File: config.mk
export PLATFORM = sky130hd
export DESIGN_NAME = ram32_master
export DESIGN_NICKNAME = d
export VERILOG_FILES = /design/src/rtl/ram32_master.sv
export SDC_FILE = /design/constraint.sdc
export NUM_CORES = 1
export LEC_CHECK = 0
export CAP_MARGIN = 40
export CORE_ASPECT_RATIO = 1.5
export CORE_MARGIN = 5
export CORE_UTILIZATION = 52
export CTS_CLUSTER_SIZE = 40
export DETAILED_ROUTE_END_ITERATION = 10
export GPL_ROUTABILITY_DRIVEN = 0
export GPL_TIMING_DRIVEN = 0
export PLACE_DENSITY_LB_ADDON = 0.3
export SETUP_SLACK_MARGIN = 0.02
export SYNTH_ARGS = -nofsm -noshare
export SYNTH_HDL_FRONTEND = slang
export SYNTH_SLANG_ARGS = --single-unit
File: constraint.sdc
create_clock -name CLK -period 2.9 [get_ports CLK]
set_clock_uncertainty 0.2 [all_clocks]
set_input_delay 0.58 -clock CLK [delete_from_list [all_inputs] [get_ports CLK]]
set_output_delay 0.58 -clock CLK [all_outputs]
set_load 0.05 [all_outputs]
File: src/rtl/ram32_master.sv
// ram32_master
//   Initiator for one 32x32 single-port byte-enable RAM macro. Accepts
//   byte-addressed byte/halfword/word requests on a valid/ready interface and
//   turns each into one macro cycle, or two when the access crosses a word
//   boundary (the second word index wraps modulo WORDS). Every accepted request
//   produces exactly one rsp_valid pulse carrying right-justified,
//   zero-extended read data (0 for writes).
//
//   Build option: RAM32_MASTER_ALIGN_CHECK_EN
//     defined   - boundary-crossing requests are rejected without touching the
//                 macro; they answer with rsp_err=1 and rsp_rdata=0.
//     undefined - boundary-crossing requests are split; rsp_err is tied to 0.
//
//   Ports
//     CLK        clock, shared with the macro
//     RST        synchronous reset, active-high
//     req_valid  request present
//     req_ready  request accepted when req_valid & req_ready at rising CLK
//     req_we     1 = write, 0 = read
//     req_size   0 = byte, 1 = halfword, 2/3 = word
//     req_addr   byte address, any alignment
//     req_wdata  write data, right-justified
//     rsp_valid  one-cycle pulse per accepted request
//     rsp_rdata  read data, right-justified and zero-extended; 0 for writes
//     rsp_err    misalignment error (option only, otherwise constant 0)
//     ram_en     macro EN0 (registered)
//     ram_we     macro WE0 byte enables (registered)
//     ram_a      macro A0 word address (registered)
//     ram_di     macro Di0 write data (registered)
//     ram_do     macro Do0, valid the cycle after ram_en
module ram32_master #(
  parameter int AW    = 7,
  parameter int WORDS = 32
) (
  input  logic          CLK,
  input  logic          RST,
  input  logic          req_valid,
  output logic          req_ready,
  input  logic          req_we,
  input  logic [1:0]    req_size,
  input  logic [AW-1:0] req_addr,
  input  logic [31:0]   req_wdata,
  output logic          rsp_valid,
  output logic [31:0]   rsp_rdata,
  output logic          rsp_err,
  output logic          ram_en,
  output logic [3:0]    ram_we,
  output logic [AW-3:0] ram_a,
  output logic [31:0]   ram_di,
  input  logic [31:0]   ram_do
);

  localparam int            IW        = AW - 2;
  localparam logic [IW-1:0] LAST_WORD = IW'(WORDS - 1);

  localparam logic [1:0] S_IDLE = 2'd0;
  localparam logic [1:0] S_ACC1 = 2'd1;
  localparam logic [1:0] S_ACC2 = 2'd2;
  localparam logic [1:0] S_DONE = 2'd3;

  // Byte lanes covered by an access of the given size, starting at lane 0.
  function automatic logic [3:0] lane_mask(input logic [1:0] size);
    case (size)
      2'd0:    return 4'b0001;
      2'd1:    return 4'b0011;
      default: return 4'b1111;
    endcase
  endfunction

  function automatic logic [2:0] byte_count(input logic [1:0] size);
    case (size)
      2'd0:    return 3'd1;
      2'd1:    return 3'd2;
      default: return 3'd4;
    endcase
  endfunction

  function automatic logic [31:0] lane_bits(input logic [3:0] m);
    return {{8{m[3]}}, {8{m[2]}}, {8{m[1]}}, {8{m[0]}}};
  endfunction

  logic [1:0]    state;

  // Request context captured at accept time.
  logic          we_q;
  logic [1:0]    size_q;
  logic [1:0]    off_q;
  logic [IW-1:0] word_q;
  logic          span_q;
  logic [3:0]    we_hi_q;
  logic [31:0]   di_hi_q;
  logic [31:0]   word0_q;
`ifdef RAM32_MASTER_ALIGN_CHECK_EN
  logic          err_q;
`endif

  // Accept-side decode. The lane mask and write data are shifted into an
  // 8-lane / 64-bit window spanning two words: the low half is the first macro
  // access, the high half is whatever spills into the next word.
  logic          accept;
  logic          issue_first;
  logic [1:0]    acc_off;
  logic [7:0]    acc_lanes;
  logic [63:0]   acc_data;
  logic          acc_span;

  assign req_ready = (state == S_IDLE);
  assign accept    = req_valid && req_ready;
  assign acc_off   = req_addr[1:0];
  assign acc_lanes = {4'b0000, lane_mask(req_size)} << acc_off;
  assign acc_data  = {32'h0, req_wdata} << {acc_off, 3'b000};
  assign acc_span  = ({1'b0, acc_off} + byte_count(req_size)) > 3'd4;

`ifdef RAM32_MASTER_ALIGN_CHECK_EN
  assign issue_first = accept && !acc_span;
`else
  assign issue_first = accept;
`endif

  logic [IW-1:0] next_word;
  assign next_word = (word_q == LAST_WORD) ? '0 : word_q + IW'(1);

  // Read assembly: the two words form a 64-bit pair (first word low), shifted
  // down by the byte offset and masked to the access size. An unsplit access
  // only has the live ram_do word, with zeros above it.
  logic [31:0] rd_lo;
  logic [31:0] rd_hi;
  logic [63:0] rd_shift;
  logic [31:0] rd_word;
  logic        unused_rd_upper;

  assign rd_lo    = span_q ? word0_q : ram_do;
  assign rd_hi    = span_q ? ram_do  : 32'h0;
  assign rd_shift = {rd_hi, rd_lo} >> {off_q, 3'b000};
  assign rd_word  = rd_shift[31:0] & lane_bits(lane_mask(size_q));
  // The upper half of the shifted pair never reaches the response.
  assign unused_rd_upper = ^rd_shift[63:32];

  // NOTE: every register in a clocked block is assigned with <= so all of them
  // update together from the values sampled at the edge.
  always_ff @(posedge CLK) begin
    if (RST) begin
      state     <= S_IDLE;
      rsp_valid <= 1'b0;
      rsp_rdata <= 32'h0;
      ram_en    <= 1'b0;
      ram_we    <= 4'b0000;
      ram_a     <= '0;
      ram_di    <= 32'h0;
`ifdef RAM32_MASTER_ALIGN_CHECK_EN
      rsp_err   <= 1'b0;
`endif
    end else begin
      rsp_valid <= 1'b0;
`ifdef RAM32_MASTER_ALIGN_CHECK_EN
      rsp_err   <= 1'b0;
`endif
      case (state)
        S_IDLE: begin
          ram_en <= 1'b0;
          ram_we <= 4'b0000;
          // A rejected request skips the macro and answers straight from DONE.
          if (accept) state <= issue_first ? S_ACC1 : S_DONE;
          if (issue_first) begin
            ram_en <= 1'b1;
            ram_a  <= req_addr[AW-1:2];
            ram_we <= req_we ? acc_lanes[3:0] : 4'b0000;
            ram_di <= acc_data[31:0];
          end
        end
        S_ACC1: begin
          if (span_q) begin
            state  <= S_ACC2;
            ram_en <= 1'b1;
            ram_a  <= next_word;
            ram_we <= we_q ? we_hi_q : 4'b0000;
            ram_di <= di_hi_q;
          end else begin
            state  <= S_DONE;
            ram_en <= 1'b0;
            ram_we <= 4'b0000;
          end
        end
        S_ACC2: begin
          state  <= S_DONE;
          ram_en <= 1'b0;
          ram_we <= 4'b0000;
        end
        S_DONE: begin
          state     <= S_IDLE;
          rsp_valid <= 1'b1;
`ifdef RAM32_MASTER_ALIGN_CHECK_EN
          rsp_err   <= err_q;
          rsp_rdata <= (we_q || err_q) ? 32'h0 : rd_word;
`else
          rsp_rdata <= we_q ? 32'h0 : rd_word;
`endif
        end
        default: state <= S_IDLE;
      endcase
    end
  end

  // NOTE: request context needs no reset; it is always loaded on accept before
  // the FSM leaves IDLE, so its power-up value is never observed.
  always_ff @(posedge CLK) begin
    if (accept) begin
      we_q    <= req_we;
      size_q  <= req_size;
      off_q   <= acc_off;
      word_q  <= req_addr[AW-1:2];
      span_q  <= acc_span;
      we_hi_q <= req_we ? acc_lanes[7:4] : 4'b0000;
      di_hi_q <= acc_data[63:32];
`ifdef RAM32_MASTER_ALIGN_CHECK_EN
      err_q   <= acc_span;
`endif
    end
    // In ACC2 the macro presents the first word of a split access.
    if (state == S_ACC2) word0_q <= ram_do;
  end

`ifndef RAM32_MASTER_ALIGN_CHECK_EN
  assign rsp_err = 1'b0;
`endif

endmodule

; Yosys cells after proc, flatten, opt, wreduce, memory -nomap -nowiden
; Index checks and enable logic that the tools add are counted.
[totals]
regBits = 156
output_inout_bits = 77
word_cells = 62
[op_classes]
magnitude_cmp = 1
addsub = 2
reduce_logical = 7
eq_ne = 8
shift = 3
muxes = 25
bitwise = 1
[ops]
columns = op, count
row1 = 32-bit two-way mux, 5
row2 = 32-bit one-hot mux with 2 select lines, 1
row3 = 32-bit by 5-bit left shift with 64-bit output, 1
row4 = 64-bit by 5-bit right shift with 32-bit output, 1
row5 = 32-bit AND, 1
row6 = 4-bit two-way mux, 4
row7 = 4-bit one-hot mux with 2 select lines, 2
row8 = 5-bit two-way mux, 3
row9 = 4-bit one-hot mux with 3 select lines, 1
row10 = 5-bit one-hot mux with 2 select lines, 1
row11 = 2-bit one-hot mux with 4 select lines, 1
row12 = 4-bit by 2-bit left shift with 8-bit output, 1
row13 = "2-bit by 1-bit equality test with 1-bit output, second input constant", 3
row14 = 2-bit zero test, 3
row15 = 3-bit one-hot mux with 2 select lines, 1
row16 = "5-bit by 1-bit adder with 5-bit output, second input constant", 1
row17 = "5-bit equality test, second input constant", 1
row18 = "2-bit equality test, second input constant", 2
row19 = 1-bit two-way mux, 4
row20 = 2-bit by 3-bit adder with 3-bit output, 1
row21 = "3-bit greater-than comparator, second input constant", 1
row22 = 1-bit one-hot mux with 3 select lines, 1
row23 = 3-bit AND reduction, 1
row24 = 3-bit nonzero test, 1
row25 = other kinds (5), 5

; Depth between registers and ports, before layout
; Gate-level depths: netlist of run 1.
[depth]
word_depth = 6
ltp_mapped = 10
depth_no_buf = 6

; Worst setup path before layout of run 1
; OpenSTA, ideal clock, no wires.
[synth_timing]
path_type = register -> register
from = register state[0]
to = register di_hi_q[0], enable pin
synth_period_minus_slack_ns = 2.519
stages_incl_launch_ff = 6
path_slack_ns = 0.381
arrival_ns = 1.927
setup_time_ns = 0.393
cell_sequence = dfxtp_1 -> inv_1 -> ha_1 -> buf_6 -> nand2_1 -> inv_1
[synth_via]
elab_chain_len = 2
[synth_lines]
columns = element, line
row1 = from (decl), 82  ; logic [1:0] state;
row2 = from (signal assigned), 163  ; if (accept) state <= issue_first ? S_ACC1 : S_DONE;
row3 = 2-bit zero test, 107  ; assign req_ready = (state == S_IDLE);
row4 = via req_ready, 38  ; output logic req_ready,
row5 = 1-bit logical AND, 108  ; assign accept = req_valid && req_ready;
row6 = via accept, 100  ; logic accept;
row7 = to (signal assigned), 214  ; di_hi_q <= acc_data[63:32];
row8 = to (decl), 91  ; logic [31:0] di_hi_q;
; The timed path passes the listed nets, and every way through them passes these cells.
; A chain may end at the register's enable or synchronous reset.

; Worst setup path after layout of run 1
[layout_timing]
from = register state[1]
to = output port req_ready
[layout_via]
elab_chain_len = 1
[layout_lines]
columns = element, line
row1 = 2-bit zero test, 107
row2 = to (decl), 38
; Every way passes these cells.

==> metrics.md, run 1 <==
| Metric | Value |
|---|---|
| CP endpoint kind | `output pin` |
| Syn Nets | `753` |
| Unrepaired setup endpoints after global routing | `no` |
| FF+latch count, synth | `147` |
| Final Power | `9.41 mW` |
| Power per cell area | `974 nW/um^2` |
| Share of cells above drive strength 1 | `17.1%` |
| Synth cell types | `52` |
| Port buffer count | `150` |
| Status | `finished clean` |
| Leakage | `3.60 nW` |
| CTS Sinks | `147` |
| Area leader, netlist | `edfxtp_1` |
| Site Rows | `53` |
| Post-CTS Setup Repair Bufs | `0` |
| Yosys warnings | `0` |
| Drt pass-1 iters | `5` |
| Max_cap viols | `0` |
| Drt drc | `0` |
| Total CTS buffers | `17` |
| Number of global-route vias before repair | `6729` |
| Highest Clock Rate | `366 MHz` |
| Cells taking the most area after synthesis | `edfxtp_1 (29%), dfxtp_1 (21%), mux2_2 (6.2%)` |
| Drt total wl | `22.9 mm` |
| Maximum clock path buffer count | `2` |
| Crit path DAT | `1950 ps` |
| Final Hold Viols | `0` |
| GR Util All Layers | `28.1%` |
| Initial Utilization | `52.4%` |
| IO Pins | `154` |
| Routed vias | `6308` |
| Fin crit share | `94.2%` |
| # H-tree levels | `4` |
| Skew-Pair Late Insertion Delay | `430 ps` |
| Vias/cell | `6.21` |
| Worst-margin pin slew | `872 ps` |
| Max-slew violations | `0` |
| Count leader, synth | `dfxtp_1` |
| Max IR drop VDD | `674 uV` |
| Number of diodes | `0` |
| Largest net degree at the start of global routing | `39` |
| Top cell type's share of synthesized area | `28.8%` |
| Total gr overflow | `0` |
| Post-route ant nets | `0` |
| Die Wd | `107 microns` |
| Worst-path fanout max | `6` |
| Chip height | `155 microns` |
| Final Util | `69.4%` |
| Sequential share of the synthesized area | `49.9%` |
| Fin crit period | `2730 ps` |
| Hold buffers post-CTS | `0` |
| Syn avg cell area | `11.0 sq um` |
| Drt wl/cell | `22.6 microns` |
| Post-synth ARST share | `0%` |
| Cell count after synthesis | `666` |
| DR iter-0 viols | `387` |
| Final net count | `924` |
| Die ar. | `16600 sq um` |
| WP data required | `2120 ps` |
| Post-synth EDFFs | `70` |
| CTS tree | `built` |
| # resized after CTS | `0` |
| Reg clk slew, reported paths | `60 ps` |
| CTS root buffer | `clkbuf_16` |
| CP Launch Type | `register` |
| Final setup fails | `0` |
| DP HPWL | `16.9 mm` |
| First-pass GRT wire length | `35.9 mm` |
| Mapped cell area | `7300 sq um` |
| Antenna violations before repair | `0` |
| Min-delay worst type | `reg -> reg` |
| Crit Path Class | `reg -> out` |
| Worst slew margin | `41.8%` |
| Dominant synthesized flop cell | `dfxtp_1` |
| Synth cell count leaders | `dfxtp_1 (77), nand2_1 (71), edfxtp_1 (70)` |
| Core Footprint | `13900 sq um` |
| Area Growth Syn to Fin | `32.4%` |
==> per-stage QoR <==
| step | setup TNS (ps) | cells | worst slack (ps) | hold WS (ps) | cell area (sq um) |
|---|---|---|---|---|---|
| finish | 0 | 1015 | 167 | 236 | 9660 |
| floorplan | 0 | 666 | 381 | 301 | 7300 |
| detailed placement | -113 | 983 | -113 | 229 | 9030 |
| global placement | -73.5 | 981 | -73.5 | 225 | 9000 |
| global route | 0 | 1015 | 86.6 | 256 | 9660 |
| CTS | 0 | 1015 | 153 | 237 | 9660 |
==> layer usage <==
metal	up-vias	global-route usage (%)	routed length [microns]
li1	2832	-	-
met2	384	49.4	11900
met1	2994	29.2	7640
met4	0	19.3	1500
met3	98	6.72	1850
met5	-	0	0
==> logic make-up after synthesis <==
family | Yosys count | share of synthesized area, %
fa+ha+maj | 10 | 1.82
simple gates | 223 | 15.3
other cells | 1 | 0.0514
flops | 147 | 49.9
xor+xnor | 3 | 0.360
compound gates | 136 | 14.6
buf+inv | 67 | 4.90
mux | 79 | 13.1
==> critical path: stages, from the launching register on <==
cell             delay, ps
dfxtp_1                370
inv_1                  100
ha_1                   200
clkdlybuf4s50_1        860
==> flip-flops by register name (all words and copies together) (netlist names), 2 cells and up <==
register   flops
word0_q       32
off_q          2
rsp_rdata     32
state          2
word_q         5
ram_we         4
we_hi_q        3
di_hi_q       24
ram_di        32
size_q         2
ram_a          5
==> power by group <==
group,switching (mW),internal [mW],leakage (nW)
clock network,0.930,1.45,0.302
registers,0.267,2.75,1.29
logic,2.58,1.43,2.01
total,3.78,5.63,3.60
==> cell usage in the layout, fill, tap and decap left out, drive strengths merged, types with 10 or more instances in the layout <==
master	Yosys	final
nand2	71	71
and3	11	11
a21oi	24	24
or2	16	16
nor3	22	22
clkbuf	22	40
edfxtp	70	70
buf	32	34
dfxtp	77	77
mux2i	30	30
nand2b	15	15
inv	13	17
a221oi	10	10
nor2	52	52
a22oi	24	24
a22o	16	16
clkdlybuf4s50	0	150
mux2	40	40
a211oi	21	21
a32oi	14	14
==> final timing paths <==
path	endpoint	depth (start not counted)	slack [ps]	from
worst max-delay path	req_ready	3	170	state[1]$_SDFFE_PP0P_
worst min register to register	rsp_rdata[20]$_SDFFE_PP0P_	2	240	rsp_rdata[20]$_SDFFE_PP0P_
worst min-delay path	rsp_rdata[20]$_SDFFE_PP0P_	2	240	rsp_rdata[20]$_SDFFE_PP0P_
worst max register to register	ram_di[21]$_SDFFE_PP0P_	9	370	state[0]$_SDFFE_PP0P_
==> final cells by class <==
class,instances,area (sq um)
clock inverters,14,201
clock buffers,18,429
plain buffers,54,309
inverters,13,48.8
fillers,1067,4270
well taps,165,206
flip-flops and latches,147,3640
multi-input cells,452,3300
repair buffers,152,1520
(Power assumes the default switching activity.)
==> inputs of run 2 (changes only) <==
CORE_MARGIN = unset   (was 5)
PLACE_DENSITY = 0.83   (was unset)
PLACE_DENSITY_LB_ADDON = unset   (was 0.3)
clock period = 2.7 ns   (was 2.9 ns; I/O delays follow)
==> metrics.md, run 2 (synthesis results as in run 1) <==
| Metric | Value |
|---|---|
| Status | `finished clean` |
| Skew-Pair Late Insertion Delay | `430 ps` |
| Max-slew violations | `0` |
| DP HPWL | `16.4 mm` |
| # H-tree levels | `4` |
| Antenna violations before repair | `0` |
| Fin worst setup slack | `136 ps` |
| Worst slack, placed | `-266 ps` |
| Crit Path Class | `in -> reg` |
| CP endpoint kind | `register` |
| Final Power | `10.0 mW` |
| Final Hold Viols | `0` |
| Final net count | `925` |
| Worst hold slack | `233 ps` |
| Max_cap viols | `0` |
| Worst-margin pin slew | `867 ps` |
| Final setup fails | `0` |
| DR iter-0 viols | `545` |
| Area Growth Syn to Fin | `32.7%` |
| Number of diodes | `0` |
| Reg clk slew, reported paths | `60 ps` |
| Routed vias | `6401` |
| Hold buffers post-CTS | `0` |
| Site Rows | `52` |
| Share of cells above drive strength 1 | `16.9%` |
| Total CTS buffers | `17` |
| Chip height | `147 microns` |
| Fin crit share | `95.0%` |
| CTS tree | `built` |
| Most used cells in the layout excluding fill and tap cells | `clkdlybuf4s50_1 (149), dfxtp_1 (77), nand2_1 (71)` |
| Biggest regs | `ram_di x32, rsp_rdata x32, word0_q x32` |
| CP Launch Type | `input port` |
| Min-delay worst type | `reg -> reg` |
| GR Util All Layers | `31.2%` |
| Number of global-route vias before repair | `6579` |
| Largest net degree at the start of global routing | `22` |
| Drt wl/cell | `22.0 microns` |
| Vias/cell | `6.32` |
| Core Footprint | `13600 sq um` |
| Worst-path fanout max | `10` |
| Die Wd | `98.7 microns` |
| Initial Utilization | `53.7%` |
| Most common cell after layout, fill and taps aside | `clkdlybuf4s50_1` |
| Leakage | `3.62 nW` |
| Highest Clock Rate | `390 MHz` |
| Port buffer count | `150` |
| WP data required | `2670 ps` |
| Fin crit period | `2560 ps` |
| First-pass GRT wire length | `34.4 mm` |
| Drt drc | `0` |
| CTS Sinks | `147` |
| Crit path DAT | `2540 ps` |
| Drt pass-1 iters | `5` |
| Max IR drop VDD | `686 uV` |
| Maximum clock path buffer count | `2` |
| Power per cell area | `1030 nW/um^2` |
| Post-route ant nets | `0` |
| Die ar. | `14500 sq um` |
| Unrepaired setup endpoints after global routing | `no` |
| CTS root buffer | `clkbuf_16` |
| Total gr overflow | `0` |
| Worst slew margin | `42.0%` |
| IO Pins | `154` |
| Drt total wl | `22.3 mm` |
## run 2: cell types whose count changed in the layout (fill, tap and decap cells not counted), moves of 2 or more
cell / change
buf_16: +2
bufinv_16: -3
clkbuf_16: +3
inv_6: -3
## run 2: final timing paths
check | cells after the start | to | from | slack (ps)
worst max-delay path | 8 | span_q$_DFFE_PP_ | req_addr[1] | 140
worst min-delay path | 2 | rsp_rdata[4]$_SDFFE_PP0P_ | rsp_rdata[4]$_SDFFE_PP0P_ | 230
worst max register to register | 9 | ram_di[20]$_SDFFE_PP0P_ | state[1]$_SDFFE_PP0P_ | 240
worst min register to register | 2 | rsp_rdata[4]$_SDFFE_PP0P_ | rsp_rdata[4]$_SDFFE_PP0P_ | 230
## run 2: cell type report
class | count | area, sq um
Clock inverter | 10 | 92.6
Multi-Input combinational cell | 452 | 3300
Tap cell | 162 | 203
Buffer | 54 | 309
Timing Repair Buffer | 153 | 1570
Clock buffer | 22 | 518
Fill cell | 953 | 3910
Inverter | 13 | 48.8
Sequential cell | 147 | 3640
## run 2: layer usage
layer | vias up | GRT usage (%) | wire (microns) | part of all wire (%)
li1 | 2826 | - | - | -
met1 | 3072 | 32.9 | 7480 | 34
met2 | 413 | 56.8 | 11800 | 53
met3 | 90 | 6.09 | 1820 | 8.1
met4 | 0 | 19.1 | 1210 | 5.4
met5 | - | 0 | 0 | 0
## run 2: metrics by stage
step	TNS (ps)	util [%]	std cells	cell area, sq um
after global placement	-660	66.2	978	9000
final	0	71.2	1013	9680
after detailed placement	-961	66.7	981	9070
after floorplan	0	-	666	7300
after global routing	0	71.2	1013	9680
after CTS	0	71.2	1013	9680
## run 2: worst max-delay path, stage by stage
cell and delay (ps):
clkdlybuf4s50_1 480, buf_2 250, inv_1 170, buf_2 220
buf_2 230, fa_1 450, xor2_1 140, a21oi_1 50
## run 2: repair_timing
item | 4_1_cts | 5_1_grt
buffers inserted | 0 | 0
resized for setup | 0 | 1
setup endpoints to repair | 0 | 1
## run 2: where the power goes
group / internal, mW / switching, mW / leakage (nW)
combinational: 1.59 / 2.75 / 2.03
sequential: 2.95 / 0.295 / 1.29
clock: 1.46 / 0.951 / 0.300
==> inputs of run 3 (changes only) <==
TNS_END_PERCENT = 5   (was unset)
==> results of run 3 <==
The final DEF is identical to that of run 2; final timing and power are the same.
